**config.mk**
```make
export PLATFORM = sky130hd
export DESIGN_NAME = dcache_loadpipe_nway_flat
export DESIGN_NICKNAME = d
export VERILOG_FILES = /design/src/rtl/dcache_loadpipe_nway_if.sv /design/src/rtl/dcache_loadpipe_nway.sv /design/src/flat_wrapper.sv
export SDC_FILE = /design/constraint.sdc
export NUM_CORES = 1
export LEC_CHECK = 0
export ABC_AREA = 1
export CORE_MARGIN = 3
export CORE_UTILIZATION = 46
export DETAILED_ROUTE_END_ITERATION = 8
export GPL_TIMING_DRIVEN = 1
export PLACE_DENSITY = 0.78
export SKIP_CTS_REPAIR_TIMING = 1
export SLEW_MARGIN = 20
export SYNTH_ARGS = -nofsm -noshare
export SYNTH_HDL_FRONTEND = slang
export SYNTH_SLANG_ARGS = --single-unit
```
**constraint.sdc**
```tcl
create_clock -name clk_i -period 2.1 [get_ports clk_i]
set_input_delay 0.42 -clock clk_i [delete_from_list [all_inputs] [get_ports clk_i]]
set_output_delay 0.42 -clock clk_i [all_outputs]
set_load 0.02 [all_outputs]
```
**src/rtl/dcache_loadpipe_nway_if.sv**
```systemverilog
// Bus bundle between the load pipeline and its neighbours: load unit, tag array,
// TLB response, MSHR allocation port, completion port and perf counters.
interface dcache_loadpipe_nway_if #(
    parameter int WAY_NUM     = 4,
    parameter int VADDR_WIDTH = 39,
    parameter int PADDR_WIDTH = 36,
    parameter int IDX_HIGH    = 11,
    parameter int IDX_LOW     = 6,
    parameter int ROBID_WIDTH = 7,
    parameter int CNT_WIDTH   = 16
);
    localparam int TAGARRAY_ADDR_WIDTH = IDX_HIGH - IDX_LOW + 1;
    localparam int TAG_WIDTH           = PADDR_WIDTH - IDX_HIGH - 1;
    localparam int TAGARRAY_DATA_WIDTH = TAG_WIDTH + 1;
    localparam int WAY_W               = (WAY_NUM > 1) ? $clog2(WAY_NUM) : 1;

    logic                                   req_valid;
    logic                                   req_ready;
    logic [VADDR_WIDTH-1:0]                 req_vaddr;
    logic [ROBID_WIDTH-1:0]                 req_robid;
    logic                                   fromtlb_valid;
    logic                                   fromtlb_hit;
    logic [PADDR_WIDTH-1:0]                 fromtlb_paddr;
    logic                                   tagarray_rd_en;
    logic [TAGARRAY_ADDR_WIDTH-1:0]         tagarray_rd_idx;
    logic [WAY_NUM*TAGARRAY_DATA_WIDTH-1:0] tagarray_rd_data;
    logic                                   mshr_allocate_valid;
    logic                                   mshr_allocate_ready;
    logic [PADDR_WIDTH-1:0]                 mshr_allocate_paddr;
    logic [ROBID_WIDTH-1:0]                 mshr_allocate_robid;
    logic                                   resp_valid;
    logic [ROBID_WIDTH-1:0]                 resp_robid;
    logic                                   resp_hit;
    logic                                   resp_miss;
    logic                                   resp_replay;
    logic                                   resp_multihit;
    logic [WAY_W-1:0]                       resp_way;
    logic [CNT_WIDTH-1:0]                   perf_hit_cnt;
    logic [CNT_WIDTH-1:0]                   perf_miss_cnt;

    modport master (
        output req_valid, req_vaddr, req_robid, fromtlb_valid, fromtlb_hit, fromtlb_paddr,
               tagarray_rd_data, mshr_allocate_ready,
        input  req_ready, tagarray_rd_en, tagarray_rd_idx, mshr_allocate_valid,
               mshr_allocate_paddr, mshr_allocate_robid, resp_valid, resp_robid, resp_hit,
               resp_miss, resp_replay, resp_multihit, resp_way, perf_hit_cnt, perf_miss_cnt
    );

    modport slave (
        input  req_valid, req_vaddr, req_robid, fromtlb_valid, fromtlb_hit, fromtlb_paddr,
               tagarray_rd_data, mshr_allocate_ready,
        output req_ready, tagarray_rd_en, tagarray_rd_idx, mshr_allocate_valid,
               mshr_allocate_paddr, mshr_allocate_robid, resp_valid, resp_robid, resp_hit,
               resp_miss, resp_replay, resp_multihit, resp_way, perf_hit_cnt, perf_miss_cnt
    );
endinterface

```
**src/rtl/dcache_loadpipe_nway.sv**
```systemverilog
// Three-stage N-way dcache load pipeline: S0 tag read, S1 tag compare with TLB merge
// (result held across stalls), S2 hit/replay completion or MSHR allocation for misses.
module dcache_loadpipe_nway #(
    parameter int WAY_NUM     = 4,
    parameter int VADDR_WIDTH = 39,
    parameter int PADDR_WIDTH = 36,
    parameter int IDX_HIGH    = 11,
    parameter int IDX_LOW     = 6,
    parameter int ROBID_WIDTH = 7,
    parameter int CNT_WIDTH   = 16
) (
    input  logic                         clk_i,
    input  logic                         rst_ni,
    input  logic                         flush_i,
    dcache_loadpipe_nway_if.slave        bus
);
    localparam int TAG_WIDTH = PADDR_WIDTH - IDX_HIGH - 1;
    localparam int DW        = TAG_WIDTH + 1;
    localparam int WAY_W     = (WAY_NUM > 1) ? $clog2(WAY_NUM) : 1;
    localparam int LINE_W    = PADDR_WIDTH - IDX_LOW;

    function automatic logic [3:0] popcount(input logic [WAY_NUM-1:0] m);
        logic [3:0] c;
        c = 4'd0;
        for (int i = 0; i < WAY_NUM; i++) c = c + 4'(m[i]);
        return c;
    endfunction

    function automatic logic [WAY_W-1:0] first_way(input logic [WAY_NUM-1:0] m);
        logic [WAY_W-1:0] w;
        w = {WAY_W{1'b0}};
        for (int i = WAY_NUM - 1; i >= 0; i--) w = m[i] ? WAY_W'(i) : w;
        return w;
    endfunction

    logic                   s1_valid_q, s1_fresh_q, s2_valid_q;
    logic [ROBID_WIDTH-1:0] s1_robid_q, s2_robid_q;
    logic                   s1h_hit_q, s1h_miss_q, s1h_replay_q, s1h_multi_q;
    logic [WAY_W-1:0]       s1h_way_q, s2_way_q;
    logic [LINE_W-1:0]      s1h_line_q, s2_line_q;
    logic                   s2_hit_q, s2_miss_q, s2_replay_q, s2_multi_q;
    logic [CNT_WIDTH-1:0]   hit_cnt_q, miss_cnt_q;

    logic [WAY_NUM-1:0]     match_s;
    logic [TAG_WIDTH-1:0]   tag_cmp_s;
    logic                   f_replay_s, f_hit_s, f_miss_s, f_multi_s;
    logic [WAY_W-1:0]       f_way_s;
    logic                   sel_hit_s, sel_miss_s, sel_replay_s, sel_multi_s;
    logic [WAY_W-1:0]       sel_way_s;
    logic [LINE_W-1:0]      sel_line_s;
    logic                   mshr_valid_s, s2_adv_s, s1_adv_s, req_ready_s, accept_s, resp_valid_s;
    logic                   unused_s;

    // S1 only needs the translated address; the untranslated vaddr beyond the index is dead here.
    assign unused_s = ^{bus.req_vaddr[VADDR_WIDTH-1:IDX_HIGH+1], bus.req_vaddr[IDX_LOW-1:0],
                        bus.fromtlb_paddr[IDX_LOW-1:0]};

    assign tag_cmp_s = bus.fromtlb_paddr[PADDR_WIDTH-1:IDX_HIGH+1];
    for (genvar g = 0; g < WAY_NUM; g++) begin : g_match
        assign match_s[g] = bus.tagarray_rd_data[g*DW + TAG_WIDTH]
                          & (bus.tagarray_rd_data[g*DW +: TAG_WIDTH] == tag_cmp_s);
    end

    // Fresh compare result from this cycle's tag/TLB inputs
    always_comb begin
        f_replay_s = ~bus.fromtlb_valid | ~bus.fromtlb_hit;
        f_hit_s    = (|match_s) & ~f_replay_s;
        f_miss_s   = ~(|match_s) & ~f_replay_s;
        f_multi_s  = f_hit_s & (popcount(match_s) > 4'd1);
        if (f_hit_s) begin
            f_way_s = first_way(match_s);
        end else begin
            f_way_s = {WAY_W{1'b0}};
        end
    end

    // Tag/TLB inputs are only meaningful on the first S1 cycle; afterwards use held copies.
    assign sel_hit_s    = s1_fresh_q ? f_hit_s    : s1h_hit_q;
    assign sel_miss_s   = s1_fresh_q ? f_miss_s   : s1h_miss_q;
    assign sel_replay_s = s1_fresh_q ? f_replay_s : s1h_replay_q;
    assign sel_multi_s  = s1_fresh_q ? f_multi_s  : s1h_multi_q;
    assign sel_way_s    = s1_fresh_q ? f_way_s    : s1h_way_q;
    assign sel_line_s   = s1_fresh_q ? bus.fromtlb_paddr[PADDR_WIDTH-1:IDX_LOW] : s1h_line_q;

    assign mshr_valid_s = s2_valid_q & s2_miss_q & ~flush_i;
    assign s2_adv_s     = (s2_valid_q & (s2_hit_q | s2_replay_q)) | (mshr_valid_s & bus.mshr_allocate_ready);
    assign s1_adv_s     = s1_valid_q & (~s2_valid_q | s2_adv_s);
    assign req_ready_s  = ~flush_i & (~s1_valid_q | s1_adv_s);
    assign accept_s     = bus.req_valid & req_ready_s;
    assign resp_valid_s = s2_adv_s & ~flush_i;

    assign bus.req_ready           = req_ready_s;
    assign bus.tagarray_rd_en      = accept_s;
    assign bus.tagarray_rd_idx     = bus.req_vaddr[IDX_HIGH:IDX_LOW];
    assign bus.mshr_allocate_valid = mshr_valid_s;
    assign bus.mshr_allocate_paddr = {s2_line_q, {IDX_LOW{1'b0}}};
    assign bus.mshr_allocate_robid = s2_robid_q;
    assign bus.resp_valid          = resp_valid_s;
    assign bus.resp_robid          = resp_valid_s ? s2_robid_q : {ROBID_WIDTH{1'b0}};
    assign bus.resp_hit            = resp_valid_s & s2_hit_q;
    assign bus.resp_miss           = resp_valid_s & s2_miss_q;
    assign bus.resp_replay         = resp_valid_s & s2_replay_q;
    assign bus.resp_multihit       = resp_valid_s & s2_hit_q & s2_multi_q;
    assign bus.resp_way            = (resp_valid_s & s2_hit_q) ? s2_way_q : {WAY_W{1'b0}};
    assign bus.perf_hit_cnt        = hit_cnt_q;
    assign bus.perf_miss_cnt       = miss_cnt_q;

    // Stage valids, S1 capture and hold, S2 payload transfer
    always_ff @(posedge clk_i or negedge rst_ni) begin
        if (!rst_ni) begin
            s1_valid_q   <= 1'b0;
            s1_fresh_q   <= 1'b0;
            s2_valid_q   <= 1'b0;
            s1_robid_q   <= {ROBID_WIDTH{1'b0}};
            s2_robid_q   <= {ROBID_WIDTH{1'b0}};
            s1h_hit_q    <= 1'b0;
            s1h_miss_q   <= 1'b0;
            s1h_replay_q <= 1'b0;
            s1h_multi_q  <= 1'b0;
            s1h_way_q    <= {WAY_W{1'b0}};
            s1h_line_q   <= {LINE_W{1'b0}};
            s2_hit_q     <= 1'b0;
            s2_miss_q    <= 1'b0;
            s2_replay_q  <= 1'b0;
            s2_multi_q   <= 1'b0;
            s2_way_q     <= {WAY_W{1'b0}};
            s2_line_q    <= {LINE_W{1'b0}};
        end else if (flush_i) begin
            s1_valid_q <= 1'b0;
            s1_fresh_q <= 1'b0;
            s2_valid_q <= 1'b0;
        end else begin
            if (accept_s) begin
                s1_valid_q <= 1'b1;
                s1_fresh_q <= 1'b1;
                s1_robid_q <= bus.req_robid;
            end else if (s1_adv_s) begin
                s1_valid_q <= 1'b0;
                s1_fresh_q <= 1'b0;
            end else begin
                s1_fresh_q <= 1'b0;
            end
            if (s1_fresh_q) begin
                s1h_hit_q    <= f_hit_s;
                s1h_miss_q   <= f_miss_s;
                s1h_replay_q <= f_replay_s;
                s1h_multi_q  <= f_multi_s;
                s1h_way_q    <= f_way_s;
                s1h_line_q   <= bus.fromtlb_paddr[PADDR_WIDTH-1:IDX_LOW];
            end
            if (s1_adv_s) begin
                s2_valid_q  <= 1'b1;
                s2_robid_q  <= s1_robid_q;
                s2_hit_q    <= sel_hit_s;
                s2_miss_q   <= sel_miss_s;
                s2_replay_q <= sel_replay_s;
                s2_multi_q  <= sel_multi_s;
                s2_way_q    <= sel_way_s;
                s2_line_q   <= sel_line_s;
            end else if (s2_adv_s) begin
                s2_valid_q <= 1'b0;
            end
        end
    end

    // Saturating hit/miss counters; flush leaves them alone
    always_ff @(posedge clk_i or negedge rst_ni) begin
        if (!rst_ni) begin
            hit_cnt_q  <= {CNT_WIDTH{1'b0}};
            miss_cnt_q <= {CNT_WIDTH{1'b0}};
        end else begin
            if (bus.resp_hit && (hit_cnt_q != {CNT_WIDTH{1'b1}})) begin
                hit_cnt_q <= hit_cnt_q + CNT_WIDTH'(1);
            end
            if (bus.resp_miss && (miss_cnt_q != {CNT_WIDTH{1'b1}})) begin
                miss_cnt_q <= miss_cnt_q + CNT_WIDTH'(1);
            end
        end
    end
endmodule

```
**src/flat_wrapper.sv**
```systemverilog
// flat-port wrapper written by rule: the top's interface ports become plain ports
module dcache_loadpipe_nway_flat 
#(
    parameter int WAY_NUM     = 4,
    parameter int VADDR_WIDTH = 39,
    parameter int PADDR_WIDTH = 36,
    parameter int IDX_HIGH    = 11,
    parameter int IDX_LOW     = 6,
    parameter int ROBID_WIDTH = 7,
    parameter int CNT_WIDTH   = 16
)
  (clk_i, rst_ni, flush_i, bus_req_valid, bus_req_vaddr, bus_req_robid, bus_fromtlb_valid, bus_fromtlb_hit, bus_fromtlb_paddr, bus_tagarray_rd_data, bus_mshr_allocate_ready, bus_req_ready, bus_tagarray_rd_en, bus_tagarray_rd_idx, bus_mshr_allocate_valid, bus_mshr_allocate_paddr, bus_mshr_allocate_robid, bus_resp_valid, bus_resp_robid, bus_resp_hit, bus_resp_miss, bus_resp_replay, bus_resp_multihit, bus_resp_way, bus_perf_hit_cnt, bus_perf_miss_cnt);
  dcache_loadpipe_nway_if #(.WAY_NUM(WAY_NUM), .VADDR_WIDTH(VADDR_WIDTH), .PADDR_WIDTH(PADDR_WIDTH), .IDX_HIGH(IDX_HIGH), .IDX_LOW(IDX_LOW), .ROBID_WIDTH(ROBID_WIDTH), .CNT_WIDTH(CNT_WIDTH)) bus_i ();
  input  logic clk_i;
  input  logic rst_ni;
  input  logic flush_i;
  input wire logic [$bits(bus_i.req_valid)-1:0] bus_req_valid;
  input wire logic [$bits(bus_i.req_vaddr)-1:0] bus_req_vaddr;
  input wire logic [$bits(bus_i.req_robid)-1:0] bus_req_robid;
  input wire logic [$bits(bus_i.fromtlb_valid)-1:0] bus_fromtlb_valid;
  input wire logic [$bits(bus_i.fromtlb_hit)-1:0] bus_fromtlb_hit;
  input wire logic [$bits(bus_i.fromtlb_paddr)-1:0] bus_fromtlb_paddr;
  input wire logic [$bits(bus_i.tagarray_rd_data)-1:0] bus_tagarray_rd_data;
  input wire logic [$bits(bus_i.mshr_allocate_ready)-1:0] bus_mshr_allocate_ready;
  output wire logic [$bits(bus_i.req_ready)-1:0] bus_req_ready;
  output wire logic [$bits(bus_i.tagarray_rd_en)-1:0] bus_tagarray_rd_en;
  output wire logic [$bits(bus_i.tagarray_rd_idx)-1:0] bus_tagarray_rd_idx;
  output wire logic [$bits(bus_i.mshr_allocate_valid)-1:0] bus_mshr_allocate_valid;
  output wire logic [$bits(bus_i.mshr_allocate_paddr)-1:0] bus_mshr_allocate_paddr;
  output wire logic [$bits(bus_i.mshr_allocate_robid)-1:0] bus_mshr_allocate_robid;
  output wire logic [$bits(bus_i.resp_valid)-1:0] bus_resp_valid;
  output wire logic [$bits(bus_i.resp_robid)-1:0] bus_resp_robid;
  output wire logic [$bits(bus_i.resp_hit)-1:0] bus_resp_hit;
  output wire logic [$bits(bus_i.resp_miss)-1:0] bus_resp_miss;
  output wire logic [$bits(bus_i.resp_replay)-1:0] bus_resp_replay;
  output wire logic [$bits(bus_i.resp_multihit)-1:0] bus_resp_multihit;
  output wire logic [$bits(bus_i.resp_way)-1:0] bus_resp_way;
  output wire logic [$bits(bus_i.perf_hit_cnt)-1:0] bus_perf_hit_cnt;
  output wire logic [$bits(bus_i.perf_miss_cnt)-1:0] bus_perf_miss_cnt;
  assign bus_i.req_valid = bus_req_valid;
  assign bus_i.req_vaddr = bus_req_vaddr;
  assign bus_i.req_robid = bus_req_robid;
  assign bus_i.fromtlb_valid = bus_fromtlb_valid;
  assign bus_i.fromtlb_hit = bus_fromtlb_hit;
  assign bus_i.fromtlb_paddr = bus_fromtlb_paddr;
  assign bus_i.tagarray_rd_data = bus_tagarray_rd_data;
  assign bus_i.mshr_allocate_ready = bus_mshr_allocate_ready;
  assign bus_req_ready = bus_i.req_ready;
  assign bus_tagarray_rd_en = bus_i.tagarray_rd_en;
  assign bus_tagarray_rd_idx = bus_i.tagarray_rd_idx;
  assign bus_mshr_allocate_valid = bus_i.mshr_allocate_valid;
  assign bus_mshr_allocate_paddr = bus_i.mshr_allocate_paddr;
  assign bus_mshr_allocate_robid = bus_i.mshr_allocate_robid;
  assign bus_resp_valid = bus_i.resp_valid;
  assign bus_resp_robid = bus_i.resp_robid;
  assign bus_resp_hit = bus_i.resp_hit;
  assign bus_resp_miss = bus_i.resp_miss;
  assign bus_resp_replay = bus_i.resp_replay;
  assign bus_resp_multihit = bus_i.resp_multihit;
  assign bus_resp_way = bus_i.resp_way;
  assign bus_perf_hit_cnt = bus_i.perf_hit_cnt;
  assign bus_perf_miss_cnt = bus_i.perf_miss_cnt;
  dcache_loadpipe_nway #(.WAY_NUM(WAY_NUM), .VADDR_WIDTH(VADDR_WIDTH), .PADDR_WIDTH(PADDR_WIDTH), .IDX_HIGH(IDX_HIGH), .IDX_LOW(IDX_LOW), .ROBID_WIDTH(ROBID_WIDTH), .CNT_WIDTH(CNT_WIDTH)) u_core (.clk_i(clk_i), .rst_ni(rst_ni), .flush_i(flush_i), .bus(bus_i));
endmodule
```
==> Flow_metrics.wiki <==
{| class="wikitable"
! Metric !! Value
|-
| Combined global-route utilization of all metal layers || 35.10%
|-
| DRC marker count from the first detailed-route iteration || 713
|-
| Met3 Use GR || 5.844%
|-
| Type of element launching the critical path || flip-flop
|-
| Met1 track demand over resource || 46.70%
|-
| Violated checks || negative setup slack
|-
| Crit-path max FO || 8
|-
| Overall die height || 137.5 um
|-
| Core area || 16,760 um2
|-
| Total DRC errors in the routed layout || 0
|-
| Total wirelength of the detailed-routed design || 33,480 um
|-
| Endpoints failing hold || 0
|-
| Via total after detailed routing || 9,159
|-
| Overflow after GRT || 0
|-
| Filler-free cell count of the finished design || 1,803
|-
| Average footprint of a synthesized cell || 6.637 um2
|-
| Routed vias/inst || 5.080
|-
| Highest clock rate || 465.5 MHz
|-
| Sequence of cells on the critical path || nor2_2 > o21ai_2 > inv_2 > nor2_8 > clkinvlp_4 > nor2_1 > clkbuf_2
|-
| Antenna violation net count after detailed routing || 0
|-
| Unique cell type count in the Yosys netlist || 45
|-
| Root Driver || sky130_fd_sc_hd__clkbuf_16
|-
| Number of antenna violations at the first check in global routing || 0
|-
| Buffering stage count on the worst path with inverters included || 3
|-
| Count of nets after finishing || 1,763
|-
| Worst hold path type || in2reg
|-
| WP data required || 1.68 ns
|-
| Routing usage on met2 || 57.78%
|-
| Leakage dissipation || 0.007099 uW
|-
| Mean routed wirelength per cell || 18.57 um
|-
| Total instance count after detailed placement || 1,759
|-
| Chip Width || 137.5 um
|-
| Fin Setup TNS || -0.3367 ns
|-
| Starting utilization of the core area || 47.44%
|-
| Pin count of the biggest net entering global routing || 70
|-
| Synth Instances || 1,198
|-
| Post-route fraction of the period consumed by the critical path || 102.3%
|-
| Detail Placement HPWL || 26,180 um
|-
| Number of sinks handled by clock tree synthesis || 121
|-
| Setup ws final || -0.04823 ns
|-
| Wire length of the first global-routing pass || 49,810 um
|-
| Count of buffers inserted at the top-level ports || 229
|-
| Synth async-reset ratio || 100.0%
|-
| Clock Pin Slew Worst Setup and Hold Paths || 0.06 ns
|-
| Clock Latency Late Sink || 0.42 ns
|-
| Post-synth EDFFs || 0
|-
| Num rows || 47
|-
| Number of buffers added by the clock tree synthesis step || 17
|-
| Total of max-cap violations || 0
|-
| Category of the critical setup timing path || reg2out
|-
| Outcome || complete, but fails checks
|-
| Setup repair after global routing missed its margin || true
|-
| Number of iterations in the first detailed-routing pass || 7
|-
| Top Usage Layer GRT || met2
|-
| Power density relative to cell area || 708.3 nW/um2
|-
| Peak supply drop || 711.4 uV
|-
| Die outline area || 18,900 um2
|-
| Category of the worst setup path capture point || output pin
|-
| Largest buffer count on any clock path || 2
|-
| Ratio of cells with drive above 1 in the final layout || 21.49%
|-
| Sequential cell area fraction in the yosys report || 38.08%
|-
| RePlAce Congestion || 1.015
|-
| Primary FF master, synth || sky130_fd_sc_hd__dfrtp_1
|-
| Min Tclk post-route || 2.148 ns
|-
| Crit path arrival time || 1.73 ns
|-
| Delay-heaviest family, CP || buffers and inverters
|-
| Count of pins on the block boundary || 287
|-
| CTS tree || built
|-
| Flip-flop and latch count after synthesis || 121
|-
| Number of pins exceeding their max-slew limit in the final report || 0
|-
| Synthesized area || 7951 um2
|-
| Slew at the pin with the worst max-slew slack || 0.6180 ns
|-
| Via count of the first global-routing pass || 9,138
|-
| # setup viols final || 11
|-
| Area Growth Syn to Fin || 59.39%
|-
| Slowest cell on the critical path || sky130_fd_sc_hd__dfrtp_1
|-
| Rel. slew slack || 58.80%
|-
| Maximum single-stage delay on the critical path || 0.37 ns
|-
| CTS H-Tree Depth || 4
|-
| Total of warnings raised by yosys || 0
|-
| Worst setup skew after layout || 0.008959 ns
|}
[registers in the layout, summed over array words and instances (netlist names), 2 cells and up]
| name | count |
|---|---|
| u_core.s1h_way_q | 2 |
| u_core.s2_way_q | 2 |
| u_core.bus.perf_hit_cnt | 16 |
| u_core.bus.perf_miss_cnt | 16 |
| u_core.s1_robid_q | 7 |
| u_core.s2_line_q | 30 |
| u_core.bus.mshr_allocate_robid | 7 |
| u_core.s1h_line_q | 30 |
[worst min-delay path, cell delays in order]
cell,delay (ns)
sky130_fd_sc_hd__dlymetal6s2s_1,0.15
sky130_fd_sc_hd__buf_4,0.22
sky130_fd_sc_hd__a21oi_1,0.06
[layout make-up]
class | instances | area (um2)
diodes | 1 | 2.502
clock buffers | 18 | 439.2
clock inverters | 14 | 186.4
fillers | 1286 | 4086
inverters | 176 | 666.9
multi-input cells | 863 | 4383
flip-flops and latches | 121 | 3029
well taps | 220 | 275.3
repair buffers | 390 | 3691
[final timing paths]
kind / endpoint / from / cells past startpoint / slack, ns
max: bus_resp_robid[2] / u_core.s2_hit_q / 7 / -0.05
min: u_core.s1_valid_q / flush_i / 3 / 0.47
max reg2reg: u_core.bus.perf_hit_cnt[1] / u_core.s2_hit_q / 10 / 0.04
min reg2reg: u_core.s2_line_q[12] / u_core.s2_line_q[12] / 2 / 0.48
max in group asynchronous: u_core.s2_line_q[18] / rst_ni / 3 / 1.00
min in group asynchronous: u_core.bus.perf_hit_cnt[6] / rst_ni / 2 / 0.48
[logic make-up after synthesis]
logic type	Yosys count	share of synthesized area [%]
DFF	121	38.08
buffers and inverters	219	11.08
xor gates and xnor gates	49	5.397
other	1	0.04716
and+or+nand+nor	703	37.69
muxes	3	0.4248
adders and majority gates	5	0.7868
AOI/OAI and AO/OA	97	6.499
[per-layer routing]
layer / share of wire, % / routed length [um]
met5: 0 / 0
met4: 3.5 / 1171
met3: 6.3 / 2119
met2: 47 / 15800
met1: 43 / 14400
[cells in the final DEF (no fill, tap or decap), drive strengths merged, types with 19 or more instances in the layout]
cell type,Yosys,layout
dlymetal6s2s,0,75
nand2,465,465
dfrtp,121,121
clkbuf,27,25
inv,176,181
o21ai,88,88
nor3,19,19
clkdlybuf4s50,0,131
nand4,31,31
xnor2,20,20
nand3,38,38
nor2,123,123
xor2,29,29
buf,16,176
[synth_stat cells (4+ instances only)]
cell                       count  area [um2]
sky130_fd_sc_hd__nand2_1     461        1730
sky130_fd_sc_hd__inv_1       172       645.6
sky130_fd_sc_hd__dfrtp_1     121        3028
sky130_fd_sc_hd__nor2_1      118       442.9
sky130_fd_sc_hd__o21ai_0      85       425.4
sky130_fd_sc_hd__nand3_1      36       180.2
sky130_fd_sc_hd__xor2_1       29       254.0
sky130_fd_sc_hd__nand4_1      28       175.2
sky130_fd_sc_hd__clkbuf_1     27       101.4
sky130_fd_sc_hd__xnor2_1      20       175.2
sky130_fd_sc_hd__nor3_1       15       75.07
sky130_fd_sc_hd__or2_2        14       87.58
sky130_fd_sc_hd__buf_4        12       90.09
sky130_fd_sc_hd__ha_1          5       62.56
sky130_fd_sc_hd__a21oi_1       4       20.02
sky130_fd_sc_hd__nand3b_1      4       30.03
sky130_fd_sc_hd__nor3_2        4       40.04
[report_power, final]
part / switching (uW) / internal [uW]
logic: 1560 / 1290
registers: 282 / 2720
clock network: 1190 / 1930
[metrics by stage]
stage / util [%] / power [uW] / hold slack, ns / instance area [um2] / setup slack [ns]
finish: 75.62 / 8977 / 0.4675 / 12670 / -0.04823
global route: 75.60 / 9380 / 0.4833 / 12670 / -0.1307
CTS: 72.24 / 8926 / -0.07155 / 12110 / -0.5353
detailed placement: 68.51 / 5764 / 0.3751 / 11480 / -0.7981
global placement: 68.51 / 5696 / 0.3670 / 11480 / -0.8141
floorplan: - / 4252 / 0.1244 / 7976 / 0.01707
Note: power is estimated with default switching activity, not from simulation.
